$ cat src/rtl/qsys_pio_pkg.sv
// Shared register offsets and edge-type encodings for the Avalon-MM status PIO.
`default_nettype none

package qsys_pio_pkg;

  typedef enum logic [1:0] {
    DATA = 2'd0,
    DIR  = 2'd1,
    MASK = 2'd2,
    EDGE = 2'd3
  } pio_reg_e;

  localparam int EDGE_RISING = 0;
  localparam int EDGE_FALLING = 1;
  localparam int EDGE_ANY = 2;

endpackage

`default_nettype wire

$ cat src/rtl/pio_edge_detect.sv
// Two-flop synchronizer, one-cycle history and armed, registered edge pulses.
`default_nettype none

module pio_edge_detect
  import qsys_pio_pkg::*;
#(
  parameter int WIDTH = 11,
  parameter int EDGE_TYPE = EDGE_RISING
) (
  input  logic             clk,
  input  logic             reset_n,
  input  logic [WIDTH-1:0] in_port,
  output logic [WIDTH-1:0] sync_q,
  output logic [WIDTH-1:0] edge_q
);

  logic [WIDTH-1:0] meta_q;
  logic [WIDTH-1:0] prev_q;
  logic [WIDTH-1:0] edge_det;
  logic [1:0]       arm_cnt;
  logic             armed;

  generate
    if (EDGE_TYPE == EDGE_RISING) begin : g_rise
      assign edge_det = sync_q & ~prev_q;
    end else if (EDGE_TYPE == EDGE_FALLING) begin : g_fall
      assign edge_det = ~sync_q & prev_q;
    end else begin : g_any
      assign edge_det = sync_q ^ prev_q;
    end
  endgenerate

  // The edge pulse is registered so capture lands on the 4th edge after an input change.
  always_ff @(posedge clk or negedge reset_n) begin
    if (!reset_n) begin
      meta_q  <= '0;
      sync_q  <= '0;
      prev_q  <= '0;
      edge_q  <= '0;
      arm_cnt <= 2'd0;
      armed   <= 1'b0;
    end else begin
      meta_q <= in_port;
      sync_q <= meta_q;
      prev_q <= sync_q;
      edge_q <= armed ? edge_det : '0;
      if (!armed) begin
        if (arm_cnt == 2'd2) begin
          armed <= 1'b1;
        end else begin
          arm_cnt <= arm_cnt + 2'd1;
        end
      end
    end
  end

endmodule

`default_nettype wire

$ cat src/rtl/qsys_display_status_in.sv
// Avalon-MM status input PIO: data, irqmask and edgecapture registers with a level irq.
`default_nettype none

module qsys_display_status_in
  import qsys_pio_pkg::*;
#(
  parameter int WIDTH = 11,
  parameter int EDGE_TYPE = EDGE_RISING
) (
  input  logic             clk,
  input  logic             reset_n,
  input  logic [1:0]       address,
  input  logic             chipselect,
  input  logic             write_n,
  input  logic [31:0]      writedata,
  input  logic [WIDTH-1:0] in_port,
  output logic [31:0]      readdata,
  output logic             irq
);

  logic [WIDTH-1:0] sync_q;
  logic [WIDTH-1:0] edge_q;
  logic [WIDTH-1:0] irqmask;
  logic [WIDTH-1:0] edgecapture;
  logic [WIDTH-1:0] clear_bits;
  logic [31:0]      read_word;
  logic             wr;
  logic             unused_wdata;

  pio_edge_detect #(
    .WIDTH    (WIDTH),
    .EDGE_TYPE(EDGE_TYPE)
  ) u_edge (
    .clk    (clk),
    .reset_n(reset_n),
    .in_port(in_port),
    .sync_q (sync_q),
    .edge_q (edge_q)
  );

  assign wr = chipselect & ~write_n;
  assign unused_wdata = ^writedata[31:WIDTH];

  always_comb begin
    clear_bits = '0;
    if (wr && (address == EDGE)) begin
      clear_bits = writedata[WIDTH-1:0];
    end
  end

  always_comb begin
    read_word = '0;
    case (address)
      DATA:    read_word[WIDTH-1:0] = sync_q;
      MASK:    read_word[WIDTH-1:0] = irqmask;
      EDGE:    read_word[WIDTH-1:0] = edgecapture;
      default: read_word = '0;
    endcase
  end

  // OR-ing new edges after the clear makes a simultaneous set win.
  always_ff @(posedge clk or negedge reset_n) begin
    if (!reset_n) begin
      irqmask     <= '0;
      edgecapture <= '0;
      readdata    <= '0;
    end else begin
      if (wr && (address == MASK)) begin
        irqmask <= writedata[WIDTH-1:0];
      end
      edgecapture <= (edgecapture & ~clear_bits) | edge_q;
      readdata    <= chipselect ? read_word : 32'd0;
    end
  end

  assign irq = |(edgecapture & irqmask);

endmodule

`default_nettype wire
$ cat config.mk
export PLATFORM = sky130hd
export DESIGN_NAME = qsys_display_status_in
export DESIGN_NICKNAME = d
export VERILOG_FILES = /design/src/rtl/qsys_pio_pkg.sv /design/src/rtl/pio_edge_detect.sv /design/src/rtl/qsys_display_status_in.sv
export SDC_FILE = /design/constraint.sdc
export NUM_CORES = 1
export LEC_CHECK = 0
export ABC_AREA = 1
export CORE_MARGIN = 5
export CORE_UTILIZATION = 52
export DETAILED_ROUTE_END_ITERATION = 10
export PLACE_DENSITY = 0.89
export SLEW_MARGIN = 30
export SYNTH_ARGS = -nofsm -noshare
export SYNTH_HDL_FRONTEND = slang
export SYNTH_HIERARCHICAL = 1
export SYNTH_SLANG_ARGS = --single-unit
$ cat constraint.sdc
create_clock -name clk -period 2.4 [get_ports clk]
set_input_delay 0.36 -clock clk [delete_from_list [all_inputs] [get_ports clk]]
set_output_delay 0.36 -clock clk [all_outputs]
set_load 0.01 [all_outputs]
==> flow_metrics.tcl, run 1 <==
set metrics [dict create \
    diodes 0 \
    cap_violations 0 \
    first_iter_violations 157 \
    yosysTopAreaCellShare_pct 64.2 \
    peakVddDrop_mv 0.412 \
    p_leak_nw 1.89 \
    synthSimpleGateAreaFrac_pct 23.5 \
    place_congestion 0.839 \
    ys_warn_count 6 \
    grt-ovfl-total 0 \
    final_common_cell "nand2_1" \
    synth_top_family_by_area "simple AND/OR/NAND/NOR gates" \
    syn-instance-count 319 \
    synth_area_leaders "dfrtp_1, nand2_1, nand3_1" \
    drc 0 \
    grt_max_degree 81 \
    fill_cells 486 \
    syn-cell-area_um2 3120 \
    die_area_um2 7640 \
    worst_setup_path_end_kind "primary output" \
    cts_resized 0 \
    worstHoldPathType "in2async" \
    status "completed" \
    cts_root_buf "clkbuf_8" \
    slew_headroom_pct 47.5 \
    pre_cts_slack_ps 343 \
    fin_skew_ps 7.67 \
    rsz0062_at_grt "no" \
    final.period_utilization_pct 82.7 \
    area_delta_synth_final_pct 18.6 \
    synth_area_per_cell_um2 9.77 \
    multi_input_area_um2 833 \
    start_util_pct 53.0 \
    die_x_um 87.4 \
    synth_xor_xnor_area_share_pct 0 \
    fin_util_pct 62.8 \
    vias 2229 \
    drtPass1Iterations 4 \
    crit_fanout 3 \
    synth_cell_type_count 15 \
    seq_area_um2 2000 \
    gr-usage-all-layers_pct 17.4 \
    ys_ff_latch 80 \
    dieHeight_um 87.4 \
    ff2ff_path_depth 3 \
    report.final.setup_viol 0 \
    worst_slew_pin_slew_ps 784 \
    maxSlewViolCount 0 \
    avgViaCountPerCell 5.05 \
    antenna_left 0 \
    yosysSeqAreaShare_pct 64.2 \
    drive_above_1_share_pct 7.10 \
    clock.fmax_mhz 504 \
    clkTransAtPathRegs_ps 70 \
    grt_pass1_wl_um 10000 \
    cts_hold_buf 0 \
    wl_per_cell_um 13.5 \
    clock_path_buffers 2 \
    hold_viol_final 0 \
    grt_pass1_vias 2354 \
    drt_wl_total_um 5960 \
    cts_num_sinks 80 \
    core-area_um2 5890 \
    cts_tree "yes" \
    synthAdderAreaFrac_pct 0.401 \
    postPlaceCellArea_um2 3490 \
    cp-start-kind "flip-flop" \
    power_density_nw_per_um2 761 \
    h-tree-depth 3 \
    clk_latency_ps 350 \
    stdcell_area_um2 3700 \
    hpwl_um 3970 \
    mostFrequentLayoutCells "nand2_1, dfrtp_1, nand3_1" \
    fp-row-count 28 \
    yosysTopAreaCell "dfrtp_1" \
    cts_setup_buffers 0 \
    antenna_found_initial 0 \
    hold_slack_ps 12.3 \
    crit_type "reg2out" \
    pin_count 82 \
    fin_setup_tns_ps 0 \
    critPathRequiredTime_ps 2040 \
    fin_nets 412 \
    numPortBuffers 39 \
    period_minus_slack_ps 1990 \
    fin_ws_ps 414 \
    muxShareOfSynthArea_pct 0 \
    cts_buffers 9 \
    synth_compound_area_share_pct 0.321 \
    worstPathArrival_ps 1630 \
]
report_power, final:
part	leakage (nW)	switching, mW	total [mW]	internal, mW
logic	0.841	0.173	0.309	0.135
clock network	0.108	0.446	1.00	0.556
registers	0.944	0.0577	1.50	1.44
routing by layer:
metal | global-route usage (%) | wire (µm) | part of all wire (%)
met5 | 0 | 0 | 0
met4 | 10.6 | 183 | 3.1
met3 | 4.92 | 524 | 8.8
met2 | 28.4 | 2990 | 50
met1 | 20.3 | 2260 | 38
stage by stage:
step	cells	total power [mW]
finish	441	2.81
global placement	426	1.82
global route	441	2.96
CTS	441	2.84
detailed placement	426	1.83
floorplan	339	1.70
synthesized netlist by cell type:
master,count
nor2_1,14
o21ai_0,2
buf_4,24
buf_2,6
nand3b_1,1
inv_1,29
dfrtp_1,80
buf_6,3
nand2_1,98
nor2_4,1
ha_1,1
nand3_1,56
conb_1,1
nor2_2,2
buf_1,1
flip-flops by register name (all words and copies together) (netlist names):
name,count
readdata,11
u_edge/arm_cnt,2
u_edge/meta_q,11
u_edge/edge_q,11
irqmask,11
u_edge/prev_q,11
u_edge/sync_q,11
u_edge/armed,1
edgecapture,11
cells by family after synthesis:
family | Yosys count
DFF | 80
adders and majority gates | 1
AOI/OAI and AO/OA | 2
other | 1
buffers and inverters | 63
and+or+nand+nor | 172
path summary, 6_finish.rpt:
check / start / endpoint / slack, ps
max: edgecapture[10] / irq / 410
min: reset_n / u_edge/edge_q[10] / 10
max reg2reg: u_edge/armed / u_edge/arm_cnt[1] / 1330
min reg2reg: u_edge/meta_q[0] / u_edge/sync_q[0] / 350
max in group asynchronous: reset_n / u_edge/edge_q[8] / 2040
min in group clk: u_edge/meta_q[0] / u_edge/sync_q[0] / 350
critical path: stages (launching register included):
cell and delay, ps:
dfrtp_1 410, nand2_1 80, nand2_1 60, nor2_1 120, nand3b_1 110, clkdlybuf4s50_1 500
cell type report:
type	count	share of cell area (%)
flip-flops and latches	80	54.2
multi-input cells	196	22.5
repair buffers	46	12.3
clock buffers	12	4.47
inverters	29	2.95
well taps	75	2.54
clock inverters	3	1.08
Power figures use the tool's default switching activity.
==> run 2: changes to the inputs <==
--- a/config.mk
+++ b/config.mk
@@ -7,9 +7,9 @@
 export LEC_CHECK = 0
 export ABC_AREA = 1
 export CORE_MARGIN = 5
-export CORE_UTILIZATION = 52
+export CORE_UTILIZATION = 48
 export DETAILED_ROUTE_END_ITERATION = 10
-export PLACE_DENSITY = 0.89
+export PLACE_DENSITY = 0.83
 export SLEW_MARGIN = 30
 export SYNTH_ARGS = -nofsm -noshare
 export SYNTH_HDL_FRONTEND = slang
==> constraint.sdc (replaced) <==
create_clock -name clk -period 1.9 [get_ports clk]
set_input_delay 0.285 -clock clk [delete_from_list [all_inputs] [get_ports clk]]
set_output_delay 0.285 -clock clk [all_outputs]
set_load 0.01 [all_outputs]
==> run 2 against run 1 <==
  * Die area increased by 7.4%
  * Sequential share of layout area decreased by 0.22 points
  * Critical path depth is the same
  * Routed wire length is 2.0% lower
  * Final area rose by 0.41%
  * Critical path type unchanged
  * Critical endpoint unchanged
  * Largest cell class unchanged
==> flow_metrics.tcl, run 2 (synthesized netlist as in run 1, its figures left out) <==
set metrics [dict create \
    place_congestion 0.866 \
    crit_fanout 3 \
    antenna_left 0 \
    min_from "u_edge/meta_q[7]" \
    fin_nets 414 \
    clkTransAtPathRegs_ps 70 \
    fill_cells 524 \
    grt_pass1_wl_um 10200 \
    cts_root_buf "clkbuf_8" \
    drc 0 \
    ff2ff_path_depth 3 \
    peakVddDrop_mv 0.583 \
    area_delta_synth_final_pct 19.1 \
    clock.fmax_mhz 636 \
    wl_per_cell_um 13.1 \
    avgViaCountPerCell 4.89 \
    clock_path_buffers 2 \
    r2r-end "u_edge/arm_cnt[0]" \
    report.final.setup_viol 0 \
    grt_pass1_vias 2200 \
    hold_viol_final 0 \
    cts_tree "yes" \
    power_frac_clock_pct 32.1 \
    worstHoldPathType "reg2reg" \
    cts_num_sinks 80 \
    power_density_nw_per_um2 908 \
    final.period_utilization_pct 82.7 \
    ff2ff_setup_slack_ps 730 \
    cap_violations 0 \
    slew_headroom_pct 44.9 \
    hpwl_um 4040 \
    cp-start-kind "flip-flop" \
    crit_type "reg2out" \
    pin_count 82 \
    power_frac_seq_pct 56.1 \
    antenna_found_initial 0 \
    dieHeight_um 90.6 \
    h-tree-depth 3 \
    die_x_um 90.6 \
    hold_path_depth 0 \
    status "completed" \
    hold_slack_ps 343 \
    critPathRequiredTime_ps 1620 \
    mostFrequentLayoutCells "nand2_1, dfrtp_1, nand3_1" \
    die_area_um2 8200 \
    maxSlewViolCount 0 \
    drive_above_1_share_pct 7.07 \
    drtPass1Iterations 4 \
    diodes 0 \
    final_common_cell "nand2_1" \
    p_leak_nw 1.89 \
    clk_latency_ps 340 \
    drt_wl_total_um 5840 \
    fp-row-count 29 \
    cts_buffers 9 \
    worst_slew_pin_slew_ps 823 \
    hold-path-endpoint "u_edge/sync_q[7]" \
    p_switching_mw 0.834 \
    grt_max_degree 37 \
    first_iter_violations 152 \
    period_minus_slack_ps 1570 \
    gr-usage-all-layers_pct 15.6 \
    core-area_um2 6350 \
    worstPathArrival_ps 1290 \
    switching_share_pct 24.7 \
    fin_skew_ps 6.42 \
    vias 2174 \
    worst_setup_path_end_kind "primary output" \
    rsz0062_at_grt "no" \
    start_util_pct 49.1 \
    fin_setup_tns_ps 0 \
    pwr-share-comb_pct 11.7 \
    internal-power_mw 2.54 \
    numPortBuffers 39 \
    r2r-start "u_edge/armed" \
    cts_setup_buffers 0 \
    grt-ovfl-total 0 \
]
==> run 2: cell types whose count changed in the layout (fill, tap and decap cells not counted) <==
cell | before | now
clkbuf_1 | 0 | 1
dlygate4sd3_1 | 0 | 1
clkinvlp_4 | 0 | 1
dlymetal6s2s_1 | 0 | 1
bufinv_16 | 1 | 0
clkbuf_8 | 12 | 11
buf_12 | 1 | 3
buf_4 | 7 | 6
clkdlybuf4s50_1 | 38 | 37
==> run 2: what timing repair did <==
action | CTS | global route
resized for setup | 0 | 1
hold buffers | 1 | 0
endpoints found under the setup margin | 0 | 1
hold endpoints to repair | 27 | 0
==> run 2: worst max-delay path by stage <==
stage                          from           to  cells after the start
floorplan                irqmask[6]          irq                      4
CTS                 edgecapture[10]          irq                      5
global placement         address[0]  readdata[1]                      6
global route        edgecapture[10]          irq                      5
finish              edgecapture[10]          irq                      5
detailed placement       address[0]  readdata[1]                      6
==> run 2: worst max-delay path, cell delays in order, from the launching register on <==
cell and delay [ps]:
dfrtp_1 400, nand2_1 80, nand2_1 50, nor2_1 120, nand3b_1 100, dlymetal6s2s_1 190
==> run 2: area by class of cell <==
type	count	area (µm²)	share of cell area, %
multi-input cells	196	833	22.5
inverters	29	109	2.93
repair buffers	48	498	13.4
flip-flops and latches	80	2000	53.9
well taps	77	96.3	2.60
clock buffers	12	155	4.18
clock inverters	3	17.5	0.472
==> run 2: per-layer routing <==
layer	up-vias	part of all wire [%]	track usage, %
li1	1034	-	-
met1	1051	42	19.1
met2	82	49	25.4
met3	7	7.9	6.08
met4	0	1.3	5.21
met5	-	0	0
==> run 2: power groups by stage <==
stage	sequential, mW	clock [mW]	combinational, mW
after global placement	1.92	0	0.388
after CTS	1.89	1.12	0.401
after floorplan	1.92	0	0.233
after detailed placement	1.92	0	0.397
after global routing	1.91	1.21	0.452
final	1.89	1.08	0.396
==> run 2: metrics by stage <==
stage | area [µm²] | util, % | worst slack, ps | cells | power (mW)
floorplan | 3190 | - | 933 | 339 | 2.15
finish | 3710 | 58.4 | 328 | 445 | 3.37
detailed placement | 3530 | 55.5 | 48.1 | 429 | 2.32
global placement | 3530 | 55.5 | 55.1 | 429 | 2.31
CTS | 3710 | 58.4 | 3.24 | 445 | 3.42
global route | 3710 | 58.4 | 230 | 445 | 3.57
==> run 3: changes to the inputs <==
--- a/config.mk
+++ b/config.mk
@@ -7,9 +7,9 @@
 export LEC_CHECK = 0
 export ABC_AREA = 1
 export CORE_MARGIN = 5
-export CORE_UTILIZATION = 48
+export CORE_UTILIZATION = 43
 export DETAILED_ROUTE_END_ITERATION = 10
-export PLACE_DENSITY = 0.83
+export PLACE_DENSITY = 0.79
 export SLEW_MARGIN = 30
 export SYNTH_ARGS = -nofsm -noshare
 export SYNTH_HDL_FRONTEND = slang
==> constraint.sdc (replaced) <==
create_clock -name clk -period 1.4 [get_ports clk]
set_input_delay 0.21 -clock clk [delete_from_list [all_inputs] [get_ports clk]]
set_output_delay 0.21 -clock clk [all_outputs]
set_load 0.01 [all_outputs]
==> run 3 against run 2 <==
  * The flow now finishes with violations (setup timing)
  * Utilization is 3.0 points lower
  * Hold slack got worse by 46 ps
  * Global-route usage decreased by 0.43 points
  * Sequential power rose by 35%
  * Sequential share of layout area shrank 3.3 points
  * Total power is 55% higher
  * Worst setup slack worse by 410 ps
  * Non-clock buffer count up 23
  * Largest cell class unchanged
  * Largest power group unchanged
==> flow_metrics.tcl, run 3 (synthesized netlist as in run 1, its figures left out) <==
set metrics [dict create \
    status "complete, but fails checks" \
    failed_checks "setup timing" \
    mostFrequentLayoutCells "nand2_1, dfrtp_1, nand3_1" \
    fill_cells 633 \
    period_minus_slack_ps 1480 \
    numPortBuffers 39 \
    clock_path_buffers 2 \
    crit_fanout 2 \
    cts_num_sinks 80 \
    critPathRequiredTime_ps 1190 \
    dieHeight_um 95.1 \
    diodes 0 \
    fin_skew_ps 5.02 \
    drc 0 \
    worstHoldPathType "in2reg" \
    worst_setup_path_end_kind "primary output" \
    fin_util_pct 55.4 \
    die_area_um2 9050 \
    antenna_found_initial 0 \
    fin_nets 437 \
    cap_violations 0 \
    final_common_cell "nand2_1" \
    wl_per_cell_um 13.3 \
    area_delta_synth_final_pct 26.9 \
    clk_latency_ps 340 \
    pre_cts_slack_ps -360 \
    die_x_um 95.1 \
    clock.fmax_mhz 677 \
    cp-start-kind "flip-flop" \
    peakVddDrop_mv 0.604 \
    cts_buffers 9 \
    cts_root_buf "clkbuf_8" \
    slew_headroom_pct 62.2 \
    hold_slack_ps 297 \
    fin_ws_ps -76.7 \
    power_density_nw_per_um2 1330 \
    fp-row-count 31 \
    antenna_left 0 \
    grt_max_degree 36 \
    start_util_pct 43.7 \
    grt_pass1_vias 2285 \
    cts_tree "yes" \
    drt_wl_total_um 6520 \
    h-tree-depth 3 \
    hpwl_um 4440 \
    worstPathArrival_ps 1270 \
    report.final.setup_viol 1 \
    core-area_um2 7140 \
    drive_above_1_share_pct 13.6 \
    gr-usage-all-layers_pct 15.2 \
    pin_count 82 \
    grt-ovfl-total 0 \
    vias 2266 \
    maxSlewViolCount 0 \
    drtPass1Iterations 4 \
    worst_slew_pin_slew_ps 567 \
    crit_type "reg2out" \
    p_leak_nw 2.07 \
    clkTransAtPathRegs_ps 70 \
    avgViaCountPerCell 4.63 \
    place_congestion 0.800 \
    grt_pass1_wl_um 10400 \
    final.period_utilization_pct 105 \
    rsz0062_at_grt "yes" \
    hold_viol_final 0 \
    first_iter_violations 193 \
]
==> run 3: critical path, stage by stage (launching register included) <==
cell,delay [ps]
dfrtp_1,390
nand2_1,90
nand2_2,60
nor2_2,110
nand3b_1,110
buf_2,160
==> run 3: path summary, 6_finish.rpt <==
| path | startpoint | slack [ps] | to | cells past startpoint |
|---|---|---|---|---|
| worst max-delay path | irqmask[8] | -80 | irq | 5 |
| worst min-delay path | in_port[1] | 300 | u_edge/meta_q[1] | 1 |
| worst min register to register | u_edge/meta_q[0] | 340 | u_edge/sync_q[0] | 0 |
| worst max register to register | u_edge/armed | 270 | u_edge/arm_cnt[1] | 3 |
| min in group asynchronous | reset_n | 320 | u_edge/edge_q[10] | 2 |
| max in group asynchronous | reset_n | 590 | readdata[5] | 3 |
==> run 3: per-layer routing <==
metal  global-route usage (%)  wire length (µm)  vias up
met5                        0                 0        -
met4                     6.61               152        0
met3                     4.50               536       14
met2                     24.3              3200       78
met1                     19.3              2630     1103
li1                         -                 -     1071
==> run 3: stage by stage <==
stage	instances	cell area, µm²	total power [mW]	TNS [ps]
floorplan	339	3190	2.92	0
global placement	471	3690	3.21	-3970
detailed placement	471	3690	3.24	-5260
CTS	488	3950	5.27	-84.0
global route	489	3950	5.45	-147
finish	489	3950	5.24	-76.7
==> run 3: cell type report <==
type	count	area, µm²	share of cell area [%]
Clock buffer	11	151	3.83
Clock inverter	3	90.1	2.28
Inverter	29	109	2.75
Multi-Input combinational cell	196	841	21.3
Sequential cell	80	2000	50.6
Tap cell	99	124	3.13
Timing Repair Buffer	71	637	16.1
==> run 3: power by group <==
group / leakage [nW] / switching (mW) / internal, mW
logic: 1.00 / 0.343 / 0.307
registers: 0.944 / 0.0815 / 2.48
clock network: 0.121 / 0.769 / 1.26
==> run 3: timing repair <==
action | in CTS | in global routing
hold buffers | 1 | 0
pin swaps | 2 | 0
endpoints found under the setup margin | 13 | 1
endpoints found under the hold margin | 23 | 0
buffers inserted | 2 | 1
resized for setup | 18 | 0
